**config.mk**
```make
export PLATFORM = sky130hd
export DESIGN_NAME = mem_port_arbiter_flat
export DESIGN_NICKNAME = d
export VERILOG_FILES = /design/src/rtl/mem_port_arbiter_pkg.sv /design/src/rtl/mem_port_arbiter_if.sv /design/src/rtl/mem_port_arbiter_resp_buffer.sv /design/src/rtl/mem_port_arbiter.sv /design/src/flat_wrapper.sv
export SDC_FILE = /design/constraint.sdc
export NUM_CORES = 1
export LEC_CHECK = 0
export BUFFER_PORTS_ARGS = -buffer_cell sky130_fd_sc_hd__buf_2
export CAP_MARGIN = 5
export CORE_UTILIZATION = 45
export DETAILED_ROUTE_END_ITERATION = 8
export HOLD_SLACK_MARGIN = 0.12
export PLACE_DENSITY = 0.86
export SYNTH_ARGS = -nofsm -noshare
export SYNTH_HDL_FRONTEND = slang
export SYNTH_SLANG_ARGS = --single-unit
```
**constraint.sdc**
```tcl
create_clock -name clk -period 2.5 [get_ports clk]
set_input_delay 0.125 -clock clk [delete_from_list [all_inputs] [get_ports clk]]
set_output_delay 0.125 -clock clk [all_outputs]
set_load 0.01 [all_outputs]
```
**src/rtl/mem_port_arbiter_pkg.sv**
```systemverilog
// Shared definitions for the two-master memory port arbiter.
//   GNT_INST / GNT_DATA : encoding of the last_grant register
//   rb_state_t          : response-buffer occupancy state
package mem_port_arbiter_pkg;

   localparam logic GNT_INST = 1'b0;
   localparam logic GNT_DATA = 1'b1;

   typedef enum logic {
      RB_EMPTY = 1'b0,
      RB_FULL  = 1'b1
   } rb_state_t;

endpackage : mem_port_arbiter_pkg

```
**src/rtl/mem_port_arbiter_if.sv**
```systemverilog
// Bus bundle between the fetch/data masters, the arbiter and the memory port.
//   inst_*  : fetch master request/ready plus read-response channel
//   data_*  : data master request/ready (read or write) plus read-response channel
//   mem_*   : single read/write port of the ideal memory (asynchronous read)
// Modports:
//   slave  : the arbiter's view
//   master : the masters' and memory's view (testbench side)
interface mem_port_arbiter_if #(
   parameter int ADDR_WIDTH = 14
);

   localparam int AW = ADDR_WIDTH - 2;

   logic          inst_req;
   logic [AW-1:0] inst_addr;
   logic          inst_ready;
   logic          inst_rvalid;
   logic [31:0]   inst_rdata;
   logic          inst_rready;

   logic          data_req;
   logic          data_wen;
   logic [AW-1:0] data_addr;
   logic [31:0]   data_wdata;
   logic          data_ready;
   logic          data_rvalid;
   logic [31:0]   data_rdata;
   logic          data_rready;

   logic [AW-1:0] mem_Waddr;
   logic [AW-1:0] mem_Raddr;
   logic          mem_Wren;
   logic          mem_Rden;
   logic [31:0]   mem_Wdata;
   logic [31:0]   mem_Rdata;

   modport slave (
      input  inst_req, inst_addr, inst_rready,
      input  data_req, data_wen, data_addr, data_wdata, data_rready,
      input  mem_Rdata,
      output inst_ready, inst_rvalid, inst_rdata,
      output data_ready, data_rvalid, data_rdata,
      output mem_Waddr, mem_Raddr, mem_Wren, mem_Rden, mem_Wdata
   );

   modport master (
      output inst_req, inst_addr, inst_rready,
      output data_req, data_wen, data_addr, data_wdata, data_rready,
      output mem_Rdata,
      input  inst_ready, inst_rvalid, inst_rdata,
      input  data_ready, data_rvalid, data_rdata,
      input  mem_Waddr, mem_Raddr, mem_Wren, mem_Rden, mem_Wdata
   );

endinterface : mem_port_arbiter_if

```
**src/rtl/mem_port_arbiter_resp_buffer.sv**
```systemverilog
// One-entry registered read-response buffer for a single master.
// Ports:
//   clk, resetn : clock, asynchronous active-low reset
//   load        : accepted read this cycle; capture load_data
//   load_data   : memory read data to capture
//   consume     : master takes the current response (ignored when empty)
//   valid, data : registered response outputs
//
// state    | meaning
// ---------+-------------------------------------------
// RB_EMPTY | no response held, valid=0
// RB_FULL  | response held in data, valid=1 until consumed
module mem_port_arbiter_resp_buffer
   import mem_port_arbiter_pkg::*;
(
   input  logic        clk,
   input  logic        resetn,
   input  logic        load,
   input  logic [31:0] load_data,
   input  logic        consume,
   output logic        valid,
   output logic [31:0] data
);

   rb_state_t state;

   // A load while FULL is only possible when consume is also high (the
   // arbiter blocks the read otherwise), so load simply overwrites.
   always_ff @(posedge clk or negedge resetn) begin
      if (!resetn) begin
         state <= RB_EMPTY;
         valid <= 1'b0;
         data  <= '0;
      end else begin
         case (state)
            RB_EMPTY: begin
               if (load) begin
                  state <= RB_FULL;
                  valid <= 1'b1;
                  data  <= load_data;
               end
            end
            RB_FULL: begin
               if (load) begin
                  data <= load_data;
               end else if (consume) begin
                  state <= RB_EMPTY;
                  valid <= 1'b0;
               end
            end
            default: begin
               state <= RB_EMPTY;
               valid <= 1'b0;
            end
         endcase
      end
   end

endmodule : mem_port_arbiter_resp_buffer

```
**src/rtl/mem_port_arbiter.sv**
```systemverilog
// Round-robin arbiter sharing one memory read/write port between the
// instruction-fetch master (read-only) and the data master (read/write).
// Ports:
//   clk    : core clock
//   resetn : asynchronous active-low reset
//   bus    : mem_port_arbiter_if.slave -- both master channels and memory port
module mem_port_arbiter
   import mem_port_arbiter_pkg::*;
#(
   parameter int ADDR_WIDTH = 14
) (
   input  logic                  clk,
   input  logic                  resetn,
   mem_port_arbiter_if.slave     bus
);

   logic                  last_grant;
   logic                  inst_elig;
   logic                  data_elig;
   logic                  grant_inst;
   logic                  grant_data;
   logic                  inst_load;
   logic                  data_load;
   logic [ADDR_WIDTH-3:0] rd_addr;

   // A read needs a free (or draining) response slot; writes never do.
   always_comb begin
      inst_elig  = bus.inst_req & ~(bus.inst_rvalid & ~bus.inst_rready);
      data_elig  = bus.data_req & (bus.data_wen | ~(bus.data_rvalid & ~bus.data_rready));
      // resetn gating keeps the memory port idle while held in reset.
      grant_inst = resetn & inst_elig & (~data_elig | (last_grant == GNT_DATA));
      grant_data = resetn & data_elig & (~inst_elig | (last_grant == GNT_INST));
      inst_load  = grant_inst;
      data_load  = grant_data & ~bus.data_wen;
      rd_addr    = grant_data ? bus.data_addr : bus.inst_addr;
   end

   assign bus.inst_ready = grant_inst;
   assign bus.data_ready = grant_data;
   assign bus.mem_Raddr  = rd_addr;
   assign bus.mem_Waddr  = bus.data_addr;
   assign bus.mem_Wdata  = bus.data_wdata;
   assign bus.mem_Rden   = inst_load | data_load;
   assign bus.mem_Wren   = grant_data & bus.data_wen;

   // Reset to DATA so the fetch master wins the first contention.
   always_ff @(posedge clk or negedge resetn) begin
      if (!resetn) begin
         last_grant <= GNT_DATA;
      end else if (grant_inst) begin
         last_grant <= GNT_INST;
      end else if (grant_data) begin
         last_grant <= GNT_DATA;
      end
   end

   mem_port_arbiter_resp_buffer u_inst_buf (
      .clk       (clk),
      .resetn    (resetn),
      .load      (inst_load),
      .load_data (bus.mem_Rdata),
      .consume   (bus.inst_rready),
      .valid     (bus.inst_rvalid),
      .data      (bus.inst_rdata)
   );

   mem_port_arbiter_resp_buffer u_data_buf (
      .clk       (clk),
      .resetn    (resetn),
      .load      (data_load),
      .load_data (bus.mem_Rdata),
      .consume   (bus.data_rready),
      .valid     (bus.data_rvalid),
      .data      (bus.data_rdata)
   );

endmodule : mem_port_arbiter

```
**src/flat_wrapper.sv**
```systemverilog
// flat-port wrapper written by rule: the top's interface ports become plain ports
module mem_port_arbiter_flat import mem_port_arbiter_pkg::*;
#(
   parameter int ADDR_WIDTH = 14
)
  (clk, resetn, bus_inst_req, bus_inst_addr, bus_inst_rready, bus_data_req, bus_data_wen, bus_data_addr, bus_data_wdata, bus_data_rready, bus_mem_Rdata, bus_inst_ready, bus_inst_rvalid, bus_inst_rdata, bus_data_ready, bus_data_rvalid, bus_data_rdata, bus_mem_Waddr, bus_mem_Raddr, bus_mem_Wren, bus_mem_Rden, bus_mem_Wdata);
  mem_port_arbiter_if #(.ADDR_WIDTH(ADDR_WIDTH)) bus_i ();
  input  logic clk;
  input  logic resetn;
  input wire logic [$bits(bus_i.inst_req)-1:0] bus_inst_req;
  input wire logic [$bits(bus_i.inst_addr)-1:0] bus_inst_addr;
  input wire logic [$bits(bus_i.inst_rready)-1:0] bus_inst_rready;
  input wire logic [$bits(bus_i.data_req)-1:0] bus_data_req;
  input wire logic [$bits(bus_i.data_wen)-1:0] bus_data_wen;
  input wire logic [$bits(bus_i.data_addr)-1:0] bus_data_addr;
  input wire logic [$bits(bus_i.data_wdata)-1:0] bus_data_wdata;
  input wire logic [$bits(bus_i.data_rready)-1:0] bus_data_rready;
  input wire logic [$bits(bus_i.mem_Rdata)-1:0] bus_mem_Rdata;
  output wire logic [$bits(bus_i.inst_ready)-1:0] bus_inst_ready;
  output wire logic [$bits(bus_i.inst_rvalid)-1:0] bus_inst_rvalid;
  output wire logic [$bits(bus_i.inst_rdata)-1:0] bus_inst_rdata;
  output wire logic [$bits(bus_i.data_ready)-1:0] bus_data_ready;
  output wire logic [$bits(bus_i.data_rvalid)-1:0] bus_data_rvalid;
  output wire logic [$bits(bus_i.data_rdata)-1:0] bus_data_rdata;
  output wire logic [$bits(bus_i.mem_Waddr)-1:0] bus_mem_Waddr;
  output wire logic [$bits(bus_i.mem_Raddr)-1:0] bus_mem_Raddr;
  output wire logic [$bits(bus_i.mem_Wren)-1:0] bus_mem_Wren;
  output wire logic [$bits(bus_i.mem_Rden)-1:0] bus_mem_Rden;
  output wire logic [$bits(bus_i.mem_Wdata)-1:0] bus_mem_Wdata;
  assign bus_i.inst_req = bus_inst_req;
  assign bus_i.inst_addr = bus_inst_addr;
  assign bus_i.inst_rready = bus_inst_rready;
  assign bus_i.data_req = bus_data_req;
  assign bus_i.data_wen = bus_data_wen;
  assign bus_i.data_addr = bus_data_addr;
  assign bus_i.data_wdata = bus_data_wdata;
  assign bus_i.data_rready = bus_data_rready;
  assign bus_i.mem_Rdata = bus_mem_Rdata;
  assign bus_inst_ready = bus_i.inst_ready;
  assign bus_inst_rvalid = bus_i.inst_rvalid;
  assign bus_inst_rdata = bus_i.inst_rdata;
  assign bus_data_ready = bus_i.data_ready;
  assign bus_data_rvalid = bus_i.data_rvalid;
  assign bus_data_rdata = bus_i.data_rdata;
  assign bus_mem_Waddr = bus_i.mem_Waddr;
  assign bus_mem_Raddr = bus_i.mem_Raddr;
  assign bus_mem_Wren = bus_i.mem_Wren;
  assign bus_mem_Rden = bus_i.mem_Rden;
  assign bus_mem_Wdata = bus_i.mem_Wdata;
  mem_port_arbiter #(.ADDR_WIDTH(ADDR_WIDTH)) u_core (.clk(clk), .resetn(resetn), .bus(bus_i));
endmodule
```
# Word level (Yosys, flattened, before mapping)
# Index checks and enable logic that the tools add are counted.
[word_totals] reg_bits=69 memories=0 latchBits=0 output_inout_bits=126 ramBits=0 wordCells=61 mem_bits_ro=0
[op_classes] n_shift=0 n_div=0 n_addsub=0 mux=21 multipliers=0 n_reduce_logical=3 n_eq_ne=6 n_bitwise=24 magnitude_cmp=0
[ops] op="two-way mux 32 bit" n=2
[ops] op="two-way mux 1 bit" n=14
[ops] op="two-way mux 12 bit" n=1
[ops] op="AND 1 bit" n=10
[ops] op="NOT 1 bit" n=10
[ops] op="inequality test 2 bit (second input constant)" n=4
[ops] op="case mux 1 bit (2 select lines)" n=4
[ops] op="AND reduction 3 bit" n=2
[ops] op="inequality test 2 x 1 -> 1 bit (second input constant)" n=2
[ops] op="OR 1 bit" n=4
[ops] op="nonzero test 2 bit" n=1

# Depth between registers and ports, before layout
[logic_depth] word_depth=10 mapped_depth=6 ltp_nobuf=4

# Hierarchy
# From an unflattened synthesis, not the netlist that was laid out.
[unflattened] cells_unflattened=225 area_unflattened_um2=3497.1
[by_module_without_submodules] mod="mem_port_arbiter_resp_buffer" area_each_um2=1427.6 cells_per_inst=76 instances=2 seq_area_each_um2=850.8
[by_module_without_submodules] mod="mem_port_arbiter" area_each_um2=641.9 cells_per_inst=73 instances=1 seq_area_each_um2=26.3

# Least setup slack after synthesis
# OpenSTA, ideal clock, no wires.
[synth_timing] path_kind="flip-flop to output port" startpoint="reg u_core.u_data_buf.valid" endpoint="out bus_mem_Raddr[10]" path_stages_with_launch=7 arrival_time_ns=1.490 path_slack_ns=0.885 required_ns=2.375 path_cell_list="dfrtp_1 nor3b_4 nor2_2 and2_4 buf_6 buf_6 mux2_4"
[synth_via] elab_chain_len=7
[synth_rtl] element="start, declared" line_no="mem_port_arbiter_resp_buffer.sv:21" source="output logic valid,"
[synth_rtl] element="start signal, assigned" line_no="mem_port_arbiter_resp_buffer.sv:32" source="valid <= 1'b0;"
[synth_rtl] element="start signal, assigned" line_no="mem_port_arbiter_resp_buffer.sv:39" source="valid <= 1'b1;"
[synth_rtl] element="start signal, assigned" line_no="mem_port_arbiter_resp_buffer.sv:48" source="valid <= 1'b0;"
[synth_rtl] element="AND 1 bit" line_no="mem_port_arbiter.sv:29" source="data_elig = bus.data_req & (bus.data_wen | ~(bus.data_rvalid & ~bus.data_rready));"
[synth_rtl] element="NOT 1 bit" line_no="mem_port_arbiter.sv:29"
[synth_rtl] element="OR 1 bit" line_no="mem_port_arbiter.sv:29"
[synth_rtl] element="AND 1 bit" line_no="mem_port_arbiter.sv:29"
[synth_rtl] element="AND 1 bit (2 in series)" line_no="mem_port_arbiter.sv:32" source="grant_data = resetn & data_elig & (~inst_elig | (last_grant == GNT_INST));"
[synth_rtl] element="named net bus_data_ready" line_no="flat_wrapper.sv:22" source="output wire logic [$bits(bus_i.data_ready)-1:0] bus_data_ready;"
[synth_rtl] element="two-way mux 12 bit" line_no="mem_port_arbiter.sv:35" source="rd_addr = grant_data ? bus.data_addr : bus.inst_addr;"
[synth_rtl] element="end, declared" line_no="flat_wrapper.sv:26" source="output wire logic [$bits(bus_i.mem_Raddr)-1:0] bus_mem_Raddr;"
# The timed path passes the listed nets, and every way through them passes these cells.

# Final worst setup path
[layout_timing] startpoint="reg u_core.u_data_buf.valid" endpoint="out bus_mem_Raddr[1]"
[layout_via] elab_chain_len=7
[layout_rtl] element="AND 1 bit" line_no="mem_port_arbiter.sv:29"
[layout_rtl] element="NOT 1 bit" line_no="mem_port_arbiter.sv:29"
[layout_rtl] element="OR 1 bit" line_no="mem_port_arbiter.sv:29"
[layout_rtl] element="AND 1 bit" line_no="mem_port_arbiter.sv:29"
[layout_rtl] element="AND 1 bit (2 in series)" line_no="mem_port_arbiter.sv:32"
[layout_rtl] element="two-way mux 12 bit" line_no="mem_port_arbiter.sv:35"
# Every way passes these cells.

==> impl_metrics.toml <==
[logic_synthesis]
yosys_most_used_dff = "dfrtp_1"
synth.area.mux_share = 0.2982
synthAdderAreaFrac = 0
synthTopCellsByCount = "dfrtp_1, buf_4, mux2_2"
synth_xor_area_frac = 0
ys_types = 25
synth_compound_area_frac = 0.01904
synthCells = 223
synth_edf_count = 0
yosysSeqAreaShare = 0.5259
netlist.top_cell.by_area = "dfrtp_1"
yosys_warnings = 0
synth-simple-area-share = 0.03008
synth_nets = 318
ys_ff_latch = 69
synth_top_cell_area_share = 0.5179
synth_most_common_cell = "dfrtp_1"
ys_top_cells_by_area = "dfrtp_1, mux2_4, mux2_2"
synth_area_sq_um = 3286
synthArstFlopShare = 1.000
synth_top_family_by_area = "multiplexers"
avgSynthCellArea_sq_um = 14.73

[power]
ir_worst_vdd_mv = 0.6035
p_leak_nw = 2.288
pwr_density_cell_nw_per_um2 = 996.0

[grt]
antenna_found_initial = 0
grt_usage = 0.2226
overflow = 0
grt_pass1_vias = 2455
grt_pass1_wl_microns = 12480
grt_start_max_net_pins = 55

[drt]
via_count = 2295
drc_errors = 0
ant_nets = 0
wl_per_cell_microns = 17.87
via_per_inst = 4.801
routed_wl_microns = 8542
drt_iter0_drc = 55
drt_pre_antenna_iters = 4

[critical_path]
cp_cell_sequence = "nor3b_4 > nor2_2 > and2_4 > mux2_2 > buf_2"
startpoint_type = "flop"
critical_path_buf_inv_count = 1
worstSetupStartpoint = "u_core.u_data_buf.valid"
crit_type = "flop to output port"
cp_slowest_stage_delay_ps = 410
cp.arrival_ps = 1910
worstPathRequired_ps = 2380
cp_max_fo = 14
worstReg2RegStart = "u_core.u_data_buf.valid"
cp_top_family = "simple AND/OR/NAND/NOR gates"
cp-end-kind = "output port"
cpMaxStageDelayCell = "dfrtp_1"

[final_layout]
drive_above_1_share = 0.6728
nNetsFinal = 472
final_cells = 478
diodes = 0
nFillCells = 555
area_growth_pct = 35.38

[place]
portBuffers = 156
dp_hpwl_microns = 6017
placed_cells = 427
gp_congestion = 0.7480

[die]
die_x_microns = 87.45
rows = 30
core_sq_um = 6907
initial_core_util = 0.4757
num_io_pins = 221
fp.dieH_microns = 87.45
dieArea_sq_um = 7648

[cts]
ctsHtreeMaxLevel = 3
cts_sinks = 69
cts_buffers = 9
post-cts-setup-buffer-count = 0
cts_tree = "yes"
clk_pin_slew_worst_paths_ps = 60
cts_buffer_depth = 2
insertion_delay_ps = 340
post_cts_resized = 0
cts_root_buf = "clkbuf_8"

[sta]
period_needed_ps = 2039
fmax_mhz = 490.5
tightest_slew_ps = 679.2
hold_violations = 0
fin_crit_sh = 0.8155
max_slew_margin = 0.5472
setup_viol = 0
slew_viol_final = 0
skew_ps = 16.07
fin_tns_setup_ps = 0
rsz0062_at_grt = "no"

[hold_path]
worst_hold_startpoint = "bus_data_req"
min_path_type = "primary input to flop"

[run_status]
status = "complete, no violations"

[job]
drv_cap = 0
## where the power goes
part           total, mW  internal [mW]  switching [mW]
logic               1.51          0.845           0.667
clock network       1.13          0.719           0.413
registers           1.79           1.54           0.247
## layout make-up
cell class                      instances  area, sq um  share of cell area
Inverter                                4        15.01            0.003376
Clock buffer                           11        151.4             0.03404
Timing Repair Buffer                  195         1186              0.2667
Multi-Input combinational cell         98         1141              0.2565
Sequential cell                        69         1728              0.3885
Clock inverter                          5        106.4             0.02391
Tap cell                               96        120.1             0.02700
## cells in the final DEF (no fill, tap or decap), types with 3 or more instances in the layout
cell type and count:
clkbuf_8 11, nor2_1 3, dlygate4sd3_1 35, buf_2 156, dfrtp_1 68, bufinv_16 3
inv_1 4, mux2_2 41, nand2_1 3, mux2_4 33
## sequential cells by signal, indices dropped and copies added, names as in the netlist
register	count
u_core.u_data_buf.data	32
u_core.u_inst_buf.data	32
u_core.last_grant	1
u_core.u_data_buf.state	1
u_core.u_data_buf.valid	1
u_core.u_inst_buf.state	1
u_core.u_inst_buf.valid	1
## per-stage QoR
stage / hold slack, ps / setup WS (ps) / power (mW) / instance area (sq um) / util
after CTS: 138.1 / 454.0 / 4.466 / 4448 / 0.6440
after global placement: 162.5 / 761.1 / 3.202 / 3840 / 0.5560
final: 158.3 / 461.2 / 4.430 / 4448 / 0.6440
after detailed placement: 166.0 / 664.1 / 3.265 / 3840 / 0.5560
after floorplan: -170.6 / 884.6 / 2.674 / 3286 / -
after global routing: 176.6 / 395.9 / 4.657 / 4448 / 0.6440
## worst paths after layout
check / depth (start not counted) / end / slack (ps)
max: 5 / bus_mem_Raddr[1] / 460
min: 5 / u_core.last_grant / 160
max reg2reg: 5 / u_core.u_data_buf.data[5] / 660
min reg2reg: 1 / u_core.u_data_buf.valid / 480
max in group asynchronous: 4 / u_core.u_data_buf.data[18] / 1170
min in group asynchronous: 3 / u_core.u_data_buf.data[19] / 360
## routing by layer
layer  track usage  part of all wire
met4       0.06855            0.0059
met5             0                 0
met2        0.4048              0.53
met3       0.09100             0.099
met1        0.2334              0.37
## worst min-delay path, stage by stage
cell     delay (ps)
buf_2           110
nand2_1          70
nor2_2           50
nor2_1           80
nor2_1           50
## repair_timing
action | CTS | global route
hold buffers | 35 | 0
endpoints found under the setup margin | 0 | 0
hold endpoints to repair | 82 | 0
## cells by family after synthesis
| family | Yosys count |
|---|---|
| muxes | 76 |
| DFF | 69 |
| buffers and inverters | 56 |
| and+or+nand+nor | 15 |
| AOI/OAI and AO/OA | 7 |
No activity file was read; power rests on OpenSTA's default activity.
